## config.mk

```make
export PLATFORM = sky130hd
export DESIGN_NAME = mac_result_sink_flat
export DESIGN_NICKNAME = d
export VERILOG_FILES = /design/src/rtl/mac_result_sink_if.sv /design/src/rtl/mac_result_sink.sv /design/src/flat_wrapper.sv
export SDC_FILE = /design/constraint.sdc
export NUM_CORES = 1
export LEC_CHECK = 0
export CAP_MARGIN = 30
export CORE_MARGIN = 2
export CORE_UTILIZATION = 31
export CTS_CLUSTER_DIAMETER = 30
export DETAILED_ROUTE_END_ITERATION = 8
export PLACE_DENSITY_LB_ADDON = 0.15
export SLEW_MARGIN = 20
export SYNTH_ARGS = -nofsm -noshare
export SYNTH_HDL_FRONTEND = slang
export SYNTH_SLANG_ARGS = --single-unit
```

## constraint.sdc

```tcl
create_clock -name clk -period 4.9 [get_ports clk]
set_clock_uncertainty 0.2 [all_clocks]
set_input_delay 0.98 -clock clk [delete_from_list [all_inputs] [get_ports clk]]
set_output_delay 0.98 -clock clk [all_outputs]
set_load 0.05 [all_outputs]
```

## src/rtl/mac_result_sink_if.sv

```systemverilog
// Score-pair input stream and classified-result output stream of the MAC result sink.
// The producer/consumer side uses master and the sink uses slave.
interface mac_result_sink_if #(
  parameter int DATA_W    = 21,
  parameter int NUM_NODES = 16
);
  localparam int NODE_W = $clog2(NUM_NODES);

  logic                     in_valid;
  logic signed [DATA_W-1:0] in_score0;
  logic signed [DATA_W-1:0] in_score1;
  logic                     out_valid;
  logic                     out_ready;
  logic                     out_class;
  logic signed [DATA_W-1:0] out_score;
  logic [DATA_W:0]          out_margin;
  logic [NODE_W-1:0]        out_node;
  logic                     out_last;

  modport master (
    output in_valid, in_score0, in_score1, out_ready,
    input  out_valid, out_class, out_score, out_margin, out_node, out_last
  );

  modport slave (
    input  in_valid, in_score0, in_score1, out_ready,
    output out_valid, out_class, out_score, out_margin, out_node, out_last
  );
endinterface

```

## src/rtl/mac_result_sink.sv

```systemverilog
// Classifies each MAC score pair (argmax, winning score, margin), tags it with a
// graph node index and buffers it in a first-word-fall-through FIFO.
module mac_result_sink #(
  parameter int DATA_W    = 21,
  parameter int DEPTH     = 8,
  parameter int NUM_NODES = 16
) (
  input  logic                   clk,
  input  logic                   rst_n,
  mac_result_sink_if.slave       bus,
  output logic [$clog2(DEPTH):0] fifo_count,
  output logic                   overflow,
  input  logic                   clr_overflow
);
  localparam int NODE_W = $clog2(NUM_NODES);
  localparam int PTR_W  = $clog2(DEPTH);
  localparam int CNT_W  = PTR_W + 1;

  // Difference is formed one bit wider than the scores so it never wraps.
  function automatic logic [DATA_W:0] abs_diff(input logic signed [DATA_W-1:0] a,
                                               input logic signed [DATA_W-1:0] b);
    logic signed [DATA_W:0] d;
    d = {a[DATA_W-1], a} - {b[DATA_W-1], b};
    if (d < 0) d = -d;
    return d;
  endfunction

  logic                     vld_p0;
  logic signed [DATA_W-1:0] s0_p0;
  logic signed [DATA_W-1:0] s1_p0;
  logic                     class_p0;
  logic signed [DATA_W-1:0] score_p0;
  logic [DATA_W:0]          margin_p0;

  // Stage p0: combinational classification of the incoming pair
  always_comb begin
    vld_p0    = bus.in_valid;
    s0_p0     = bus.in_score0;
    s1_p0     = bus.in_score1;
    class_p0  = (s1_p0 > s0_p0);
    score_p0  = class_p0 ? s1_p0 : s0_p0;
    margin_p0 = abs_diff(s0_p0, s1_p0);
  end

  logic [PTR_W-1:0]  wr_ptr;
  logic [PTR_W-1:0]  rd_ptr;
  logic [NODE_W-1:0] node_cnt;
  logic              full;
  logic              push;
  logic              pop;
  logic              drop;

  assign full = (fifo_count == CNT_W'(DEPTH));
  assign pop  = bus.out_valid && bus.out_ready;
  assign push = vld_p0 && (!full || pop);
  assign drop = vld_p0 && full && !pop;

  logic                     mem_class  [DEPTH];
  logic signed [DATA_W-1:0] mem_score  [DEPTH];
  logic [DATA_W:0]          mem_margin [DEPTH];
  logic [NODE_W-1:0]        mem_node   [DEPTH];

  // Storage stage: entry written at wr_ptr
  always_ff @(posedge clk) begin
    if (push) begin
      mem_class[wr_ptr]  <= class_p0;
      mem_score[wr_ptr]  <= score_p0;
      mem_margin[wr_ptr] <= margin_p0;
      mem_node[wr_ptr]   <= node_cnt;
    end
  end

  // Node tag counts every pair, dropped ones included, to stay frame-aligned.
  always_ff @(posedge clk or negedge rst_n) begin
    if (!rst_n) begin
      wr_ptr     <= '0;
      rd_ptr     <= '0;
      node_cnt   <= '0;
      fifo_count <= '0;
      overflow   <= 1'b0;
    end else begin
      if (push) wr_ptr <= wr_ptr + PTR_W'(1);
      if (pop)  rd_ptr <= rd_ptr + PTR_W'(1);
      if (vld_p0) begin
        if (node_cnt == NODE_W'(NUM_NODES - 1)) node_cnt <= '0;
        else                                     node_cnt <= node_cnt + NODE_W'(1);
      end
      case ({push, pop})
        2'b10:   fifo_count <= fifo_count + CNT_W'(1);
        2'b01:   fifo_count <= fifo_count - CNT_W'(1);
        default: fifo_count <= fifo_count;
      endcase
      if (drop)              overflow <= 1'b1;
      else if (clr_overflow) overflow <= 1'b0;
    end
  end

  // Head fields are gated so an empty FIFO presents zeros.
  always_comb begin
    bus.out_valid  = (fifo_count != '0);
    bus.out_class  = bus.out_valid && mem_class[rd_ptr];
    bus.out_score  = bus.out_valid ? mem_score[rd_ptr] : '0;
    bus.out_margin = bus.out_valid ? mem_margin[rd_ptr] : '0;
    bus.out_node   = bus.out_valid ? mem_node[rd_ptr] : '0;
    bus.out_last   = bus.out_valid && (mem_node[rd_ptr] == NODE_W'(NUM_NODES - 1));
  end
endmodule
```

## src/flat_wrapper.sv

```systemverilog
// flat-port wrapper written by rule: the top's interface ports become plain ports
module mac_result_sink_flat 
#(
  parameter int DATA_W    = 21,
  parameter int DEPTH     = 8,
  parameter int NUM_NODES = 16
)
  (clk, rst_n, fifo_count, overflow, clr_overflow, bus_in_valid, bus_in_score0, bus_in_score1, bus_out_ready, bus_out_valid, bus_out_class, bus_out_score, bus_out_margin, bus_out_node, bus_out_last);
  mac_result_sink_if #(.DATA_W(DATA_W), .NUM_NODES(NUM_NODES)) bus_i ();
  input  logic clk;
  input  logic rst_n;
  output logic [$clog2(DEPTH):0] fifo_count;
  output logic overflow;
  input  logic clr_overflow;
  input wire logic [$bits(bus_i.in_valid)-1:0] bus_in_valid;
  input wire logic [$bits(bus_i.in_score0)-1:0] bus_in_score0;
  input wire logic [$bits(bus_i.in_score1)-1:0] bus_in_score1;
  input wire logic [$bits(bus_i.out_ready)-1:0] bus_out_ready;
  output wire logic [$bits(bus_i.out_valid)-1:0] bus_out_valid;
  output wire logic [$bits(bus_i.out_class)-1:0] bus_out_class;
  output wire logic [$bits(bus_i.out_score)-1:0] bus_out_score;
  output wire logic [$bits(bus_i.out_margin)-1:0] bus_out_margin;
  output wire logic [$bits(bus_i.out_node)-1:0] bus_out_node;
  output wire logic [$bits(bus_i.out_last)-1:0] bus_out_last;
  assign bus_i.in_valid = bus_in_valid;
  assign bus_i.in_score0 = bus_in_score0;
  assign bus_i.in_score1 = bus_in_score1;
  assign bus_i.out_ready = bus_out_ready;
  assign bus_out_valid = bus_i.out_valid;
  assign bus_out_class = bus_i.out_class;
  assign bus_out_score = bus_i.out_score;
  assign bus_out_margin = bus_i.out_margin;
  assign bus_out_node = bus_i.out_node;
  assign bus_out_last = bus_i.out_last;
  mac_result_sink #(.DATA_W(DATA_W), .DEPTH(DEPTH), .NUM_NODES(NUM_NODES)) u_core (.clk(clk), .rst_n(rst_n), .bus(bus_i), .fifo_count(fifo_count), .overflow(overflow), .clr_overflow(clr_overflow));
endmodule
```

==> results of run 1 <==
[report_power, final]
part           leakage (nW)  switching (W)  internal, W  total (W)
Combinational          2.94        0.00347      0.00220    0.00568
Clock                  1.43        0.00183      0.00391    0.00575
Sequential             3.67       0.000351      0.00450    0.00485
[through the flow]
| step | hold slack [ns] | utilization, % | cell area [µm²] |
|---|---|---|---|
| floorplan | 0.285 | - | 17500 |
| global placement | 0.312 | 35.6 | 19900 |
| detailed placement | 0.318 | 35.6 | 19900 |
| CTS | 0.328 | 40.8 | 22900 |
| global route | 0.372 | 40.8 | 22900 |
| finish | 0.328 | 40.8 | 22900 |
[how the worst max path moves through the flow]
stage	from	to	slack, ns
finish	u_core.rd_ptr[0]	bus_out_score[15]	0.46
global route	u_core.rd_ptr[0]	bus_out_last	0.21
CTS	u_core.rd_ptr[0]	bus_out_score[15]	0.28
detailed placement	bus_in_score1[12]	u_core.mem_margin[4][5]	-0.008
global placement	bus_in_score1[12]	u_core.mem_margin[5][19]	-0.002
floorplan	u_core.fifo_count[1]	bus_out_last	0.43
[layer usage]
metal / up-vias / part of all wire, % / GRT usage (%)
met5: - / 0 / 0
met4: 0 / 1.6 / 4.64
met3: 49 / 4.0 / 2.91
met2: 217 / 48 / 24.5
met1: 5012 / 46 / 20.5
li1: 4350 / - / -
[state kept, by name (all words and copies together), names as in the netlist]
signal	count
u_core.fifo_count	4
u_core.rd_ptr	3
u_core.overflow	1
u_core.mem_margin	176
u_core.mem_score	168
u_core.mem_node	32
u_core.node_cnt	4
u_core.mem_class	8
u_core.wr_ptr	3
[worst max-delay path: stages, from the launching register on]
cell and delay [ns]:
dfrtp_4 0.72, buf_12 0.34, mux4_2 0.54, mux2i_1 0.25, nor2_1 0.07, clkdlybuf4s50_1 0.72
[cell usage in the layout (no fill, tap or decap), types with 10 or more instances in the layout]
| cell type | netlist | layout |
|---|---|---|
| mux2i_1 | 49 | 49 |
| ha_1 | 28 | 28 |
| a21o_1 | 10 | 10 |
| clkdlybuf4s50_1 | 0 | 101 |
| xor2_1 | 16 | 16 |
| a21oi_1 | 22 | 22 |
| inv_1 | 33 | 33 |
| o21ai_0 | 12 | 12 |
| clkbuf_16 | 0 | 90 |
| clkinvlp_4 | 0 | 10 |
| nor2_1 | 74 | 68 |
| edfxtp_1 | 384 | 384 |
| xnor2_1 | 19 | 19 |
| bufinv_16 | 0 | 11 |
| buf_4 | 1 | 49 |
| mux4_2 | 96 | 96 |
| mux2_4 | 19 | 19 |
| buf_12 | 0 | 11 |
| clkinv_2 | 0 | 17 |
| dfrtp_1 | 15 | 12 |
| nand2_1 | 30 | 30 |
| clkinv_1 | 0 | 18 |
[synthesized netlist by cell type, drive strengths merged, types with 3 or more instances]
cell type,n
mux4,96
o21a,4
nor3b,3
nor2b,5
ha,28
a21oi,24
and2,5
mux2i,49
a31oi,4
a21boi,3
xor2,16
and3,3
buf,22
o31ai,3
mux2,23
nand4,7
nor3,12
nand3,5
a21o,10
clkbuf,23
nor4,4
or3,3
nand2,30
o21ai,14
dfrtp,15
edfxtp,384
a211oi,5
nand2b,5
o221ai,4
nor2,74
xnor2,19
inv,33
or2,4
[cells by family (layout without fill, tap and decap cells)]
logic type,Yosys count,in the layout,share of synthesized area (%)
AOI/OAI and AO/OA,92,92,4.22
and+or+nand+nor,171,171,4.88
buffers and inverters,78,359,1.85
adders and majority gates,30,30,2.23
other,0,2,0
muxes,168,168,17.0
xor gates and xnor gates,35,35,1.75
DFF,399,399,68.0
[final cells by class]
cell class	count	area (µm²)	area share [%]
Antenna cell	2	5.00	0.0219
Clock buffer	98	2280	9.97
Clock inverter	67	673	2.94
Inverter	33	124	0.541
Multi-Input combinational cell	496	5350	23.4
Sequential cell	399	11900	52.1
Tap cell	756	946	4.13
Timing Repair Buffer	161	1600	6.98
==> metrics.txt, run 1 <==
# TYPE chip_impl_metric gauge
chip_impl_metric{name="synth.cell_area",unit="mm²"} 0.0175
chip_impl_info{name="rsz_0062_raised_after_global_routing",value="no"} 1
chip_impl_metric{name="htree_num_levels",unit=""} 3
chip_impl_metric{name="worstSkewPairLatency",unit="ns"} 0.59
chip_impl_metric{name="irDropWorstVdd",unit="V"} 0.000430
chip_impl_metric{name="num-fill-cells",unit=""} 5090
chip_impl_metric{name="post_synth_num_cell_types",unit=""} 74
chip_impl_metric{name="port_buffers",unit=""} 101
chip_impl_metric{name="final_min_period_over_clock_period",unit="%"} 90.6
chip_impl_metric{name="gpl.final_weighted_congestion",unit=""} 0.769
chip_impl_metric{name="timing.reg2reg.setup_slack",unit="ns"} 1.98
chip_impl_metric{name="grt-ovfl-total",unit=""} 0
chip_impl_info{name="min_delay_worst_endpoint",value="u_core.wr_ptr[0]"} 1
chip_impl_metric{name="cts_hold_buf",unit=""} 0
chip_impl_metric{name="number_of_enable_type_register_cells_in_the_synthesized_netlist",unit=""} 384
chip_impl_metric{name="routed_wire_length_per_instance",unit="µm"} 21.8
chip_impl_info{name="critical_path_class",value="flop to output pin"} 1
chip_impl_metric{name="post-dp-hpwl",unit="µm"} 26800
chip_impl_metric{name="placeable_core_area",unit="mm²"} 0.0561
chip_impl_metric{name="site_row_count",unit=""} 87
chip_impl_metric{name="yosys_warnings",unit=""} 0
chip_impl_metric{name="timing.final.hold_violations",unit=""} 0
chip_impl_metric{name="r2r_cells",unit=""} 10
chip_impl_metric{name="detail_route.wirelength",unit="µm"} 43900
chip_impl_metric{name="critPathMaxFanout",unit=""} 34
chip_impl_metric{name="static_leakage",unit="nW"} 8.04
chip_impl_metric{name="syn_area_per_cell",unit="µm²"} 18.0
chip_impl_info{name="hold_class",value="flop to flop"} 1
chip_impl_metric{name="cts.clk_slew.worst_paths",unit="ns"} 0.04
chip_impl_metric{name="fp.dieW",unit="µm"} 242
chip_impl_metric{name="boundaryPins",unit=""} 102
chip_impl_metric{name="total_die_area",unit="mm²"} 0.0584
chip_impl_metric{name="postSynthRegisterBits",unit=""} 399
chip_impl_info{name="cts_tree",value="yes"} 1
chip_impl_metric{name="synthesis.instances",unit=""} 973
chip_impl_metric{name="flow.area_growth_from_synthesis",unit="%"} 30.8
chip_impl_info{name="yosys-top-cells-area",value="edfxtp_1 (66%), mux4_2 (12%), mux2i_1 (2.8%)"} 1
chip_impl_metric{name="worstPathArrival",unit="ns"} 3.26
chip_impl_metric{name="worstMarginPinSlew",unit="ns"} 0.746
chip_impl_metric{name="powerDensity",unit="mW/mm²"} 711
chip_impl_metric{name="global_route.usage.total",unit="%"} 15.1
chip_impl_info{name="post-synth-top-area-cell",value="edfxtp_1"} 1
chip_impl_metric{name="chipHeight",unit="µm"} 242
chip_impl_metric{name="critPathRequiredTime",unit="ns"} 3.72
chip_impl_metric{name="synth.yosys.seq_area_share",unit="%"} 68.0
chip_impl_metric{name="post_layout_nonfiller_instances",unit=""} 2012
chip_impl_metric{name="post_cts_resize_count",unit=""} 0
chip_impl_info{name="min_from",value="u_core.wr_ptr[0]"} 1
chip_impl_metric{name="number_of_antenna_violations_at_the_first_check_in_global_routing",unit=""} 0
chip_impl_metric{name="final_nets",unit=""} 1257
chip_impl_metric{name="synth_top_cell_area_share",unit="%"} 65.9
chip_impl_metric{name="pre_cts_ws",unit="ns"} -0.00841
chip_impl_metric{name="grt_start_max_net_pins",unit=""} 49
chip_impl_metric{name="total_power",unit="W"} 0.0163
chip_impl_info{name="outcome",value="completed"} 1
chip_impl_metric{name="viasPerCell",unit=""} 4.79
chip_impl_metric{name="share_of_post_route_cells_with_drive_strength_above_1",unit="%"} 28.2
chip_impl_metric{name="first_iter_violations",unit=""} 520
chip_impl_metric{name="place_inst",unit=""} 1845
chip_impl_info{name="ctsRootBufferMaster",value="clkbuf_16"} 1
chip_impl_metric{name="setup_viol_count_final",unit=""} 0
chip_impl_metric{name="synth-async-reset-ratio",unit="%"} 3.76
chip_impl_metric{name="timing.final.max_slew_violations",unit=""} 0
chip_impl_metric{name="cts_made_buffers",unit=""} 89
chip_impl_metric{name="hold_path_depth",unit=""} 2
chip_impl_metric{name="drc",unit=""} 0
chip_impl_info{name="worstSetupEndpointType",value="output pin"} 1
chip_impl_metric{name="dr_vias",unit=""} 9628
chip_impl_metric{name="period_needed",unit="ns"} 4.44
chip_impl_metric{name="numClockSinks",unit=""} 399
chip_impl_metric{name="count_of_maximum_capacitance_violations",unit=""} 0
chip_impl_info{name="synth_top_flop_cell",value="edfxtp_1"} 1
chip_impl_info{name="r2r_start",value="u_core.fifo_count[1]"} 1
chip_impl_metric{name="postCtsSetupRepairBufs",unit=""} 0
chip_impl_info{name="crit_path_start_kind",value="flop"} 1
chip_impl_metric{name="first_global_vias",unit=""} 10300
chip_impl_info{name="timing.rr.end",value="u_core.fifo_count[3]"} 1
chip_impl_metric{name="wire_length_of_the_first_global_routing_pass",unit="µm"} 65800
chip_impl_metric{name="clock.fmax",unit="MHz"} 225
chip_impl_metric{name="setup_ws_post_layout",unit="ns"} 0.460
chip_impl_metric{name="totalNegativeSetupSlack",unit="ns"} 0
chip_impl_metric{name="cts.path.max_buffers",unit=""} 3
chip_impl_metric{name="start_util",unit="%"} 31.2
chip_impl_metric{name="drt_pass1_iterations",unit=""} 5
chip_impl_metric{name="slew_headroom",unit="%"} 49.9
chip_impl_metric{name="drt.antenna.violating_nets",unit=""} 0
chip_impl_metric{name="postSynthNetCount",unit=""} 1050
No activity file was read; power rests on OpenSTA's default activity.
==> run 2, diff against run 1 <==
Settings changed: CAP_MARGIN 30 to 20, CORE_ASPECT_RATIO set to 0.8, CORE_UTILIZATION 31 to 45.
==> run 2 against run 1 <==
  * Clock-buffer cell count down 19
  * Maximum frequency fell by 2.1%
  * Critical path depth did not move
  * Sequential cell count unchanged
  * Setup slack worse by 0.097 ns
  * Sequential power about the same
  * Non-clock buffer count fell by 1
  * Hold slack worse by 0.0038 ns
  * Largest cell class unchanged
  * Final cell count decreased by 15%
  * Global-route usage rose by 5.2 points
  * Cell area decreased by 3.3%
  * First-iteration DRC count up 51%
==> metrics.txt, run 2 (same netlist as run 1, synthesis figures left out) <==
# TYPE chip_impl_metric gauge
chip_impl_info{name="outcome",value="completed"} 1
chip_impl_metric{name="detail_route.wirelength",unit="µm"} 39700
chip_impl_metric{name="cts.clk_slew.worst_paths",unit="ns"} 0.05
chip_impl_metric{name="timing.final.max_slew_violations",unit=""} 0
chip_impl_info{name="rsz_0062_raised_after_global_routing",value="no"} 1
chip_impl_info{name="layout.cells.most_common",value="edfxtp_1"} 1
chip_impl_metric{name="post_layout_nonfiller_instances",unit=""} 1715
chip_impl_info{name="r2r_start",value="u_core.fifo_count[1]"} 1
chip_impl_info{name="hold_class",value="flop to flop"} 1
chip_impl_metric{name="number_of_antenna_violations_at_the_first_check_in_global_routing",unit=""} 0
chip_impl_metric{name="port_buffers",unit=""} 101
chip_impl_info{name="worstSetupEndpointType",value="output pin"} 1
chip_impl_info{name="ctsRootBufferMaster",value="clkbuf_16"} 1
chip_impl_metric{name="cts.path.max_buffers",unit=""} 3
chip_impl_metric{name="grt-ovfl-total",unit=""} 0
chip_impl_metric{name="worstSkewPairLatency",unit="ns"} 0.59
chip_impl_metric{name="slew_headroom",unit="%"} 38.0
chip_impl_metric{name="period_needed",unit="ns"} 4.54
chip_impl_metric{name="first_global_vias",unit=""} 9929
chip_impl_metric{name="final_min_period_over_clock_period",unit="%"} 92.6
chip_impl_info{name="reg.largest.list",value="u_core.mem_margin x176, u_core.mem_score x168, u_core.mem_node x32"} 1
chip_impl_info{name="critical_path_class",value="flop to output pin"} 1
chip_impl_info{name="critical_path_origin",value="u_core.rd_ptr[1]"} 1
chip_impl_metric{name="boundaryPins",unit=""} 102
chip_impl_metric{name="share_of_post_route_cells_with_drive_strength_above_1",unit="%"} 27.5
chip_impl_metric{name="gpl.final_weighted_congestion",unit=""} 0.798
chip_impl_metric{name="wire_length_of_the_first_global_routing_pass",unit="µm"} 60800
chip_impl_metric{name="clock.fmax",unit="MHz"} 220
chip_impl_metric{name="multi_input_area",unit="mm²"} 0.00535
chip_impl_metric{name="n_antenna_cell",unit=""} 0
chip_impl_metric{name="cts_made_buffers",unit=""} 73
chip_impl_metric{name="drt.antenna.violating_nets",unit=""} 0
chip_impl_metric{name="final_core_utilization",unit="%"} 57.8
chip_impl_metric{name="final_nets",unit=""} 1240
chip_impl_metric{name="setup_viol_count_final",unit=""} 0
chip_impl_metric{name="worstMarginPinSlew",unit="ns"} 0.923
chip_impl_metric{name="drt_pass1_iterations",unit=""} 5
chip_impl_metric{name="cts_hold_buf",unit=""} 0
chip_impl_metric{name="post-dp-hpwl",unit="µm"} 23400
chip_impl_metric{name="timing.final.hold_violations",unit=""} 0
chip_impl_metric{name="global_route.usage.total",unit="%"} 20.3
chip_impl_info{name="largest_register",value="u_core.mem_margin"} 1
chip_impl_metric{name="worstPathArrival",unit="ns"} 3.36
chip_impl_metric{name="num-fill-cells",unit=""} 2951
chip_impl_metric{name="total_die_area",unit="mm²"} 0.0405
chip_impl_metric{name="start_util",unit="%"} 45.7
chip_impl_metric{name="totalNegativeSetupSlack",unit="ns"} 0
chip_impl_info{name="cts_tree",value="yes"} 1
chip_impl_metric{name="placeable_core_area",unit="mm²"} 0.0383
chip_impl_metric{name="first_iter_violations",unit=""} 786
chip_impl_metric{name="count_of_maximum_capacitance_violations",unit=""} 0
chip_impl_metric{name="site_row_count",unit=""} 64
chip_impl_metric{name="dr_vias",unit=""} 9501
chip_impl_info{name="final_cell_mix",value="edfxtp_1 (384), clkdlybuf4s50_1 (101), mux4_2 (96)"} 1
chip_impl_metric{name="postCtsSetupRepairBufs",unit=""} 0
chip_impl_metric{name="place_inst",unit=""} 1583
chip_impl_metric{name="register_area",unit="mm²"} 0.0119
chip_impl_metric{name="powerDensity",unit="mW/mm²"} 699
chip_impl_info{name="crit_path_start_kind",value="flop"} 1
chip_impl_metric{name="grt_start_max_net_pins",unit=""} 51
chip_impl_metric{name="critPathRequiredTime",unit="ns"} 3.72
chip_impl_metric{name="htree_num_levels",unit=""} 3
chip_impl_metric{name="irDropWorstVdd",unit="V"} 0.000452
chip_impl_metric{name="numClockSinks",unit=""} 399
chip_impl_metric{name="setup_ws_post_layout",unit="ns"} 0.363
chip_impl_metric{name="viasPerCell",unit=""} 5.54
chip_impl_metric{name="drc",unit=""} 0
chip_impl_metric{name="flow.area_growth_from_synthesis",unit="%"} 26.5
chip_impl_info{name="min_from",value="u_core.overflow"} 1
chip_impl_metric{name="static_leakage",unit="nW"} 7.81
chip_impl_metric{name="critPathMaxFanout",unit=""} 48
chip_impl_metric{name="chipHeight",unit="µm"} 180
chip_impl_metric{name="total_power",unit="W"} 0.0155
chip_impl_metric{name="post_cts_resize_count",unit=""} 0
chip_impl_metric{name="fp.dieW",unit="µm"} 225
chip_impl_metric{name="pre_cts_ws",unit="ns"} -0.0491
chip_impl_metric{name="routed_wire_length_per_instance",unit="µm"} 23.2
chip_impl_metric{name="largest_reg_flops",unit=""} 176
-- run 2: path summary, 6_finish.rpt --
check	endpoint	slack, ns	cells past startpoint
worst min register to register	u_core.overflow	0.32	2
max in group asynchronous	u_core.rd_ptr[0]	3.36	1
worst max-delay path	bus_out_margin[20]	0.36	5
worst max register to register	u_core.fifo_count[3]	2.07	10
min in group asynchronous	u_core.fifo_count[1]	0.62	1
worst min-delay path	u_core.overflow	0.32	2
-- run 2: through the flow --
stage / instance area, µm² / hold WS, ns
after global placement: 19600 / 0.315
final: 22100 / 0.324
after floorplan: 17500 / 0.285
after CTS: 22100 / 0.329
after global routing: 22100 / 0.353
after detailed placement: 19600 / 0.312
-- run 2: worst max-delay path, cell delays in order, from the launching register on --
cell and delay [ns]:
dfrtp_4 0.90, buf_4 0.40, mux4_2 0.34, mux2i_1 0.27, nor2_1 0.09, clkdlybuf4s50_1 0.71
-- run 2: area by class of cell --
cell class / instances / share of cell area [%]
Timing Repair Buffer: 160 / 7.30
Clock buffer: 79 / 8.45
Tap cell: 495 / 2.80
Inverter: 33 / 0.560
Sequential cell: 399 / 53.8
Clock inverter: 53 / 2.91
Multi-Input combinational cell: 496 / 24.2
-- run 2: power by group --
part | total, W | switching (W) | internal (W)
Clock | 0.00504 | 0.00179 | 0.00326
Combinational | 0.00559 | 0.00339 | 0.00220
Sequential | 0.00485 | 0.000361 | 0.00449
-- run 2: metal layers --
metal  wire (µm)  GRT usage (%)
met3        2260           4.60
met2       18700           31.7
met4         695           5.30
met5           0              0
met1       18100           29.1
==> run 3, diff against run 2 <==
Settings changed: CTS_CLUSTER_DIAMETER 30 to not set.
Clock period 4.9 ns to 5.1 ns, I/O delays scaled along.
==> run 3 against run 2 <==
  * Global-route usage down 1.0 points
  * Power down 18%
  * Critical path depth up 8
  * Die area unchanged
  * First-iteration DRC count down 13%
  * Sequential share of layout area up 3.6 points
  * Clock-buffer cell count down 32
  * Routed wire length down 3.6%
  * Combinational power down 4.1%
  * Critical path type is now input pin to flop
  * Critical endpoint is now u_core.mem_margin[4][20]
==> metrics.txt, run 3 (same netlist as run 1, synthesis figures left out) <==
# TYPE chip_impl_metric gauge
chip_impl_metric{name="period_needed",unit="ns"} 4.54
chip_impl_metric{name="drc",unit=""} 0
chip_impl_metric{name="p_sw",unit="W"} 0.00477
chip_impl_metric{name="count_of_maximum_capacitance_violations",unit=""} 0
chip_impl_info{name="ctsRootBufferMaster",value="clkbuf_16"} 1
chip_impl_metric{name="final_min_period_over_clock_period",unit="%"} 89.0
chip_impl_metric{name="wire_length_of_the_first_global_routing_pass",unit="µm"} 58100
chip_impl_info{name="crit_path_start_kind",value="input pin"} 1
chip_impl_metric{name="timing.critical_path.slowest_cell_delay",unit="ns"} 0.49
chip_impl_info{name="largest_register",value="u_core.mem_margin"} 1
chip_impl_metric{name="chipHeight",unit="µm"} 180
chip_impl_metric{name="pre_cts_ws",unit="ns"} 0.00230
chip_impl_metric{name="site_row_count",unit=""} 64
chip_impl_metric{name="path_depth",unit=""} 13
chip_impl_metric{name="first_global_vias",unit=""} 9451
chip_impl_metric{name="grt_start_max_net_pins",unit=""} 51
chip_impl_metric{name="worstPathArrival",unit="ns"} 4.60
chip_impl_metric{name="irDropWorstVdd",unit="V"} 0.000463
chip_impl_info{name="outcome",value="completed"} 1
chip_impl_metric{name="comb_power_share",unit="%"} 42.1
chip_impl_metric{name="final_nets",unit=""} 1197
chip_impl_metric{name="largest_reg_flops",unit=""} 176
chip_impl_metric{name="cellInternalPower",unit="W"} 0.00797
chip_impl_info{name="path_delay_family",value="compound AO/OA/AOI/OAI gates"} 1
chip_impl_metric{name="viasPerCell",unit=""} 5.64
chip_impl_metric{name="fp.dieW",unit="µm"} 225
chip_impl_metric{name="switching_share",unit="%"} 37.5
chip_impl_metric{name="start_util",unit="%"} 45.7
chip_impl_info{name="hold_class",value="flop to flop"} 1
chip_impl_metric{name="n_antenna_cell",unit=""} 0
chip_impl_metric{name="crit_path_buf_inv_count",unit=""} 3
chip_impl_metric{name="number_of_antenna_violations_at_the_first_check_in_global_routing",unit=""} 0
chip_impl_metric{name="post_cts_resize_count",unit=""} 0
chip_impl_info{name="reg.largest.list",value="u_core.mem_margin x176, u_core.mem_score x168, u_core.mem_node x32"} 1
chip_impl_metric{name="post_layout_nonfiller_instances",unit=""} 1646
chip_impl_metric{name="numClockSinks",unit=""} 399
chip_impl_metric{name="boundaryPins",unit=""} 102
chip_impl_info{name="layout.cells.most_common",value="edfxtp_1"} 1
chip_impl_metric{name="detail_route.wirelength",unit="µm"} 38300
chip_impl_metric{name="first_iter_violations",unit=""} 680
chip_impl_metric{name="grt-ovfl-total",unit=""} 0
chip_impl_metric{name="seqPwrFrac",unit="%"} 36.4
chip_impl_info{name="rsz_0062_raised_after_global_routing",value="no"} 1
chip_impl_metric{name="slew_headroom",unit="%"} 38.1
chip_impl_info{name="cts_tree",value="yes"} 1
chip_impl_metric{name="timing.final.max_slew_violations",unit=""} 0
chip_impl_metric{name="placeable_core_area",unit="mm²"} 0.0383
chip_impl_metric{name="setup_viol_count_final",unit=""} 0
chip_impl_metric{name="worstMarginPinSlew",unit="ns"} 0.928
chip_impl_metric{name="clock_power_share",unit="%"} 21.6
chip_impl_metric{name="postCtsSetupRepairBufs",unit=""} 0
chip_impl_metric{name="clock.fmax",unit="MHz"} 220
chip_impl_metric{name="static_leakage",unit="nW"} 7.16
chip_impl_metric{name="worstSkewPairLatency",unit="ns"} 0.53
chip_impl_metric{name="port_buffers",unit=""} 101
chip_impl_metric{name="place_inst",unit=""} 1573
chip_impl_metric{name="drt_pass1_iterations",unit=""} 6
chip_impl_metric{name="post-dp-hpwl",unit="µm"} 23300
chip_impl_metric{name="dr_vias",unit=""} 9289
chip_impl_info{name="final_cell_mix",value="edfxtp_1 (384), clkdlybuf4s50_1 (101), mux4_2 (96)"} 1
chip_impl_metric{name="cts.clk_slew.worst_paths",unit="ns"} 0.06
chip_impl_metric{name="cts_made_buffers",unit=""} 40
chip_impl_metric{name="share_of_post_route_cells_with_drive_strength_above_1",unit="%"} 22.7
chip_impl_info{name="cpMaxStageDelayCell",value="clkdlybuf4s50_1"} 1
chip_impl_info{name="worstSetupEndpointType",value="flop"} 1
chip_impl_metric{name="critPathMaxFanout",unit=""} 8
chip_impl_metric{name="cts.path.max_buffers",unit=""} 3
chip_impl_metric{name="flow.area_growth_from_synthesis",unit="%"} 18.6
chip_impl_metric{name="global_route.usage.total",unit="%"} 19.3
chip_impl_metric{name="r2r_cells",unit=""} 10
chip_impl_metric{name="timing.final.hold_violations",unit=""} 0
chip_impl_metric{name="total_die_area",unit="mm²"} 0.0405
chip_impl_metric{name="gpl.final_weighted_congestion",unit=""} 0.897
chip_impl_metric{name="drt.antenna.violating_nets",unit=""} 0
chip_impl_metric{name="cts_hold_buf",unit=""} 0
chip_impl_metric{name="setup_ws_post_layout",unit="ns"} 0.564
chip_impl_metric{name="routed_wire_length_per_instance",unit="µm"} 23.3
chip_impl_metric{name="hold_path_depth",unit=""} 2
chip_impl_info{name="critical_path_class",value="input pin to flop"} 1
chip_impl_metric{name="powerDensity",unit="mW/mm²"} 614
chip_impl_info{name="path_cells",value="clkdlybuf4s50_1, ha_1, inv_1, fa_1, a211oi_2, o31ai_4, a41o_1, nor3_1, o221ai_1, buf_4, nor4_4, a31oi_1, xnor2_1"} 1
chip_impl_metric{name="critPathRequiredTime",unit="ns"} 5.17
chip_impl_metric{name="htree_num_levels",unit=""} 2
chip_impl_metric{name="totalNegativeSetupSlack",unit="ns"} 0
==> run 3: final timing paths <==
path,startpoint,end,slack [ns]
hold / removal,u_core.overflow,u_core.overflow,0.33
setup reg to reg,u_core.fifo_count[1],u_core.fifo_count[3],1.97
hold reg to reg,u_core.overflow,u_core.overflow,0.33
min in group asynchronous,rst_n,u_core.overflow,0.71
max in group asynchronous,rst_n,u_core.rd_ptr[0],3.48
setup / recovery,bus_in_score1[0],u_core.mem_margin[4][20],0.56
==> run 3: cell type report <==
class | instances | area, µm²
fill | 3073 | 17500
sequential | 399 | 11900
inverter | 33 | 124
clock inverter | 26 | 195
clock buffer | 47 | 1030
multi-input combinational | 496 | 5350
timing repair buffer | 150 | 1530
tap | 495 | 619
==> run 3: power by group through the flow <==
stage / combinational [W] / clock (W) / sequential, W
final: 0.00536 / 0.00275 / 0.00463
after global routing: 0.00571 / 0.00294 / 0.00469
after CTS: 0.00545 / 0.00281 / 0.00464
after detailed placement: 0.00544 / 0 / 0.00471
after global placement: 0.00542 / 0 / 0.00469
after floorplan: 0.00372 / 0 / 0.00457
==> run 3: worst min-delay path, stage by stage, from the launching register on <==
cell	delay [ns]
dfrtp_1	0.37
inv_1	0.05
o22ai_1	0.06
==> run 3: through the flow <==
stage | hold slack, ns | power (W) | instance area [µm²] | utilization [%]
after floorplan | 0.285 | 0.00829 | 17500 | -
after global placement | 0.316 | 0.0101 | 19500 | 51.0
after CTS | 0.331 | 0.0129 | 20800 | 54.2
after global routing | 0.344 | 0.0133 | 20800 | 54.2
after detailed placement | 0.322 | 0.0101 | 19500 | 51.0
final | 0.328 | 0.0127 | 20800 | 54.2
==> run 3: per-layer routing <==
layer  track usage [%]  vias to the layer above  part of all wire, %
met3              3.08                       43                  5.2
met1              28.3                     4795                   47
li1                  -                     4184                    -
met2              30.7                      267                   47
met5                 0                        -                    0
met4              4.32                        0                  1.6
==> RTL change 1 (flow settings as in run 1) <==
Register the output `fifo_count` once more, with the module's reset; this adds one clock of latency there. The other outputs are not delayed to match.
--- a/src/rtl/mac_result_sink.sv
+++ b/src/rtl/mac_result_sink.sv
@@ -17,2 +17,4 @@
   localparam int CNT_W  = PTR_W + 1;
+
+  logic [$clog2(DEPTH):0] fifo_count_s0;
 
@@ -52,3 +54,3 @@
 
-  assign full = (fifo_count == CNT_W'(DEPTH));
+  assign full = (fifo_count_s0 == CNT_W'(DEPTH));
   assign pop  = bus.out_valid && bus.out_ready;
@@ -78,3 +80,3 @@
       node_cnt   <= '0;
-      fifo_count <= '0;
+      fifo_count_s0 <= '0;
       overflow   <= 1'b0;
@@ -88,5 +90,5 @@
       case ({push, pop})
-        2'b10:   fifo_count <= fifo_count + CNT_W'(1);
-        2'b01:   fifo_count <= fifo_count - CNT_W'(1);
-        default: fifo_count <= fifo_count;
+        2'b10:   fifo_count_s0 <= fifo_count_s0 + CNT_W'(1);
+        2'b01:   fifo_count_s0 <= fifo_count_s0 - CNT_W'(1);
+        default: fifo_count_s0 <= fifo_count_s0;
       endcase
@@ -99,3 +101,3 @@
   always_comb begin
-    bus.out_valid  = (fifo_count != '0);
+    bus.out_valid  = (fifo_count_s0 != '0);
     bus.out_class  = bus.out_valid && mem_class[rd_ptr];
@@ -106,2 +108,10 @@
   end
+  always_ff @(posedge clk or negedge rst_n) begin
+    if (!rst_n) begin
+      fifo_count <= '0;
+    end else begin
+      fifo_count <= fifo_count_s0;
+    end
+  end
+
 endmodule
Check against the original RTL: not equivalent (a bounded check fails within 4 cycles, from zero or initial values and one cycle with rst_n low).
==> RTL change 1 against run 1 <==
Critical endpoint is now bus_out_score[8]; power grew 0.44%; non-clock buffer count is 8 higher; cell area is 0.97% higher; sequential cell count increased by 4; area after synthesis rose by 0.57%; largest cell class unchanged; wire length decreased by 0.37%; sequential share of layout area shrank 0.066 points; worst setup slack worse by 110 ps; critical path type unchanged; global-route usage is 0.057 points higher; combinational power hardly changed.
==> RTL change 1: results (changes against run 1) <==
status - completed
R2R setup slack - 2040 ps (+60 ps)
DRT iter0 DRCs - 547 (+5.2%)
cell family with the largest share of critical-path delay - buffers and inverters
top post-synthesis cells by area - edfxtp_1 (66%), mux4_2 (12%), mux2i_1 (2.8%)
Regs by FF count - u_core.mem_margin: 176 flops, u_core.mem_score: 168 flops, u_core.mem_node: 32 flops
switching portion of total power - 0.345 (-0.00306)
Hold Startpoint - u_core.fifo_count_s0[3]
Commonest cells post-synth - edfxtp_1 (384), mux4_2 (96), nor2_1 (74), mux2i_1 (49), inv_1 (33)
post-DP HPWL - 26,900 um (+0.34%)
vias in the first global route - 10,400 (+0.42%)
postcts setup bufs - 0 (unchanged)
worst hold margin - 273 ps (-54.6 ps)
reg-to-reg endpoint - u_core.fifo_count_s0[3]
layout cells sized above 1 - 0.281 (-0.000997)
number of diodes - 0 (-2)
Placed Instances - 1,856 (+0.60%)
Worst EP arrival - 3370 ps (+110 ps)
antenna violations before repair - 0 (unchanged)
sequential fraction of the synthesis area - 0.682 (+0.00182)
CTS Buf Count - 91 (+2.2%)
Hold EP - u_core.fifo_count[3]
largest net degree at the start of global routing - 51 (+4.1%)
worst hold path cell count - 0 (-2)
WL/cell - 21.7 um (-0.67%)
Fillers - 5,119 (+0.57%)
RD Place Congestion - 0.800 (+4.0%)
Net Count, Synth - 1,054 (+0.38%)
Async SR Flop Fraction - 0.0471 (+0.00955)
GR Util All Layers - 0.152 (+0.000567)
leakage - 0.00817 uW (+1.6%)
first-pass GRT wire length - 66,100 um (+0.50%)
FF-to-FF Start - u_core.fifo_count_s0[1]
TritonRoute pass-1 iters - 5 (unchanged)
CP max FO - 32 (-5.9%)
vias per cell - 4.81 (+0.43%)
Syn Area/Cell - 18.0 um^2 (+0.16%)
Critical Path Max Stage Delay - 870 ps (+150 ps)
Routed WL - 43,700 um (-0.37%)
Max-slew headroom - 0.430 (-0.0689)
Nets - 1,271 (+1.1%)
peak supply drop - 409 uV (-5.0%)
RTL change 1: area by class of cell:
type                            count  area [um^2]  area share
Tap cell                          756          946      0.0409
Timing Repair Buffer              169         1740      0.0753
Sequential cell                   403        12000       0.520
Clock inverter                     54          538      0.0233
Clock buffer                      107         2400       0.104
Multi-Input combinational cell    496         5350       0.231
Inverter                           33          124     0.00536
RTL change 1: how the worst max path moves through the flow:
stage / to / start / slack, ps
4_1_cts: bus_out_margin[19] / u_core.rd_ptr[0] / 200
3_5_place_dp: u_core.mem_margin[6][5] / bus_in_score1[12] / -90
5_1_grt: bus_out_last / u_core.rd_ptr[0] / 70
2_1_floorplan: bus_out_last / u_core.rd_ptr[0] / 430
6_report: bus_out_score[8] / u_core.rd_ptr[0] / 350
3_3_place_gp: u_core.mem_margin[4][5] / bus_in_score1[12] / -10
RTL change 1: power groups by stage:
stage	logic, uW	clock network [uW]	registers [uW]
floorplan	3870	0	4810
global placement	5800	0	5010
detailed placement	5810	0	5030
CTS	5820	5830	4970
global route	6070	6020	5030
finish	5670	5720	4950
RTL change 1: layer usage:
metal  share of wire  vias up  wire [um]  track usage
met3           0.049       58       2120       0.0340
met1            0.45     5048      19800        0.200
met4           0.017        0        724       0.0494
met2            0.48      218      21100        0.248
li1                -     4374          -            -
met5               0        -          0            0
RTL change 1: per-stage QoR:
step,setup WS (ps),instance area (um^2)
6_report,352,23100
5_1_grt,65.4,23100
4_1_cts,196,23100
3_5_place_dp,-89.8,20200
3_3_place_gp,-11.8,20200
2_1_floorplan,434,17600
RTL change 1: cells by family after synthesis:
group | synth area share
AO/OA/AOI/OAI | 0.0420
XOR/XNOR | 0.0174
adder cells (fa/ha/maj) | 0.0222
buffers and inverters | 0.0184
flip-flops | 0.682
multiplexers | 0.169
AND/OR/NAND/NOR | 0.0485
==> RTL change 2 (flow settings as in run 1) <==
Made on the original files. `DATA_W` is set to 21 in 3 places; all go to 25.
--- a/src/rtl/mac_result_sink_if.sv
+++ b/src/rtl/mac_result_sink_if.sv
@@ -3,3 +3,3 @@
 interface mac_result_sink_if #(
-  parameter int DATA_W    = 21,
+  parameter int DATA_W    = 25,
   parameter int NUM_NODES = 16
--- a/src/rtl/mac_result_sink.sv
+++ b/src/rtl/mac_result_sink.sv
@@ -3,3 +3,3 @@
 module mac_result_sink #(
-  parameter int DATA_W    = 21,
+  parameter int DATA_W    = 25,
   parameter int DEPTH     = 8,
--- a/src/flat_wrapper.sv
+++ b/src/flat_wrapper.sv
@@ -3,3 +3,3 @@
 #(
-  parameter int DATA_W    = 21,
+  parameter int DATA_W    = 25,
   parameter int DEPTH     = 8,
Ports: changed (resized bus_in_score0, bus_in_score1, bus_out_margin and bus_out_score); port bits go from 102 to 118. No check against the original RTL was run, so the function may have changed too.
==> RTL change 2 against run 1 <==
Combinational power up 18%; fmax down 4.3%; worst setup slack worse by 200 ps; first-iteration DRC count up 18%; area after synthesis up 16%; wire length up 16%; sequential cell count up 64; global-route usage up 0.31 points; power up 16%; cell area up 18%; critical endpoint is now bus_out_margin[7].
==> RTL change 2: results (changes against run 1) <==
Fin. Hold Viols - 0 (unchanged)
CTS clk-pin slew, worst paths - 40 ps (about the same)
largest net degree at the start of global routing - 59 (+20%)
postcts setup bufs - 0 (unchanged)
Critical Path End - bus_out_margin[7]
vias in the first global route - 12,200 (+19%)
GR Util All Layers - 0.154 (+0.00307)
later-pin clock latency in the skew report - 620 ps (+30 ps)
Net Count, Synth - 1,248 (+19%)
Placed Instances - 2,193 (+19%)
number of synthesized flops with an enable pin - 448 (+17%)
WL/cell - 21.5 um (-1.3%)
Async SR Flop Fraction - 0.0324 (-0.00520)
placement-stage cell area - 0.0235 mm^2 (+18%)
antenna violations before repair - 0 (unchanged)
Worst Tran Pin Value - 863 ps (+117 ps)
FF-to-FF Start - u_core.fifo_count[1]
top post-synthesis cells by area - edfxtp_1 (66%), mux4_2 (12%), mux2i_1 (2.9%)
synth unique cells - 75 (+1.4%)
number of diodes - 0 (-2)
post-DP HPWL - 31,700 um (+18%)
RD Place Congestion - 0.752 (-2.2%)
Resize count post-CTS - 0 (unchanged)
peak supply drop - 416 uV (-3.3%)
Regs by FF count - u_core.mem_margin: 208 flops, u_core.mem_score: 200 flops, u_core.mem_node: 32 flops
leakage - 0.00953 uW (+18%)
Routed WL - 51,100 um (+16%)
Critical Path Source - u_core.rd_ptr[0]
TritonRoute pass-1 iters - 5 (unchanged)
Commonest cells post-synth - edfxtp_1 (448), mux4_2 (112), nor2_1 (94), mux2i_1 (59), inv_1 (45)
DRT iter0 DRCs - 611 (+18%)
yosys warns - 0 (unchanged)
worst hold path cell count - 1 (-1)
first-pass GRT wire length - 76,600 um (+17%)
sequential fraction of the synthesis area - 0.680 (about the same)
IO Port Bufs - 117 (+16%)
Worst EP arrival - 3460 ps (+200 ps)
Nets - 1,528 (+22%)
switching portion of total power - 0.341 (-0.00646)
CTS max path bufs - 3 (unchanged)
R2R depth - 10 (unchanged)
CP max FO - 25 (-26%)
status - completed
Syn Area/Cell - 17.6 um^2 (-2.4%)
CTS Buf Count - 99 (+11%)
GRT overflow - 0 (unchanged)
R2R setup slack - 2020 ps (+40 ps)
# H-tree levels - 3 (unchanged)
layout cells sized above 1 - 0.287 (+0.00492)
via count - 11,400 (+18%)
-- RTL change 2: cell type report --
type                       instances  area (um^2)
clock inverter                    66          816
timing repair buffer             233         2270
fill                            5954        37800
inverter                          45          169
clock buffer                     114         2600
tap                              855         1070
sequential                       463        13800
multi-input combinational        597         6180
-- RTL change 2: cell families (layout without fill, tap and decap cells) --
kind of cell,count (synthesis),count (layout),synth area share
xor gates and xnor gates,46,46,0.0205
DFF,463,463,0.680
and+or+nand+nor,191,191,0.0435
adders and majority gates,34,34,0.0217
AOI/OAI and AO/OA,128,128,0.0464
muxes,198,198,0.168
buffers and inverters,99,458,0.0201
-- RTL change 2: power by group through the flow --
stage	combinational [uW]	sequential, uW	clock [uW]
2_1_floorplan	4480	5510	0
3_3_place_gp	6850	5600	0
3_5_place_dp	6860	5620	0
4_1_cts	6880	5550	6820
5_1_grt	7160	5600	7030
6_report	6690	5530	6700
-- RTL change 2: worst min path at each step --
stage | start | endpoint | slack (ps)
floorplan | u_core.wr_ptr[0] | u_core.wr_ptr[0] | 290
global placement | u_core.wr_ptr[0] | u_core.wr_ptr[0] | 310
detailed placement | u_core.wr_ptr[0] | u_core.wr_ptr[0] | 330
CTS | u_core.fifo_count[3] | u_core.fifo_count[3] | 340
global route | u_core.fifo_count[3] | u_core.fifo_count[3] | 360
finish | u_core.fifo_count[3] | u_core.fifo_count[3] | 340
-- RTL change 2: metrics by stage --
stage	utilization	power, uW	TNS [ps]	worst slack, ps
final	0.416	18900	0	262
after floorplan	-	9990	0	430
after global routing	0.416	19800	0	44.4
after detailed placement	0.364	12500	-26970	-140
after global placement	0.364	12400	-19100	-116
after CTS	0.416	19200	0	124
-- RTL change 2: critical path, cell delays in order (launching register included) --
cell and delay (ps):
dfrtp_4 790, buf_4 420, mux4_2 560, mux2i_1 250
nor2_1 70, clkdlybuf4s50_1 710
-- RTL change 2: layer usage --
layer / share of wire / track usage
met5: 0 / 0
met4: 0.022 / 0.0551
met3: 0.038 / 0.0274
met2: 0.49 / 0.257
met1: 0.44 / 0.202
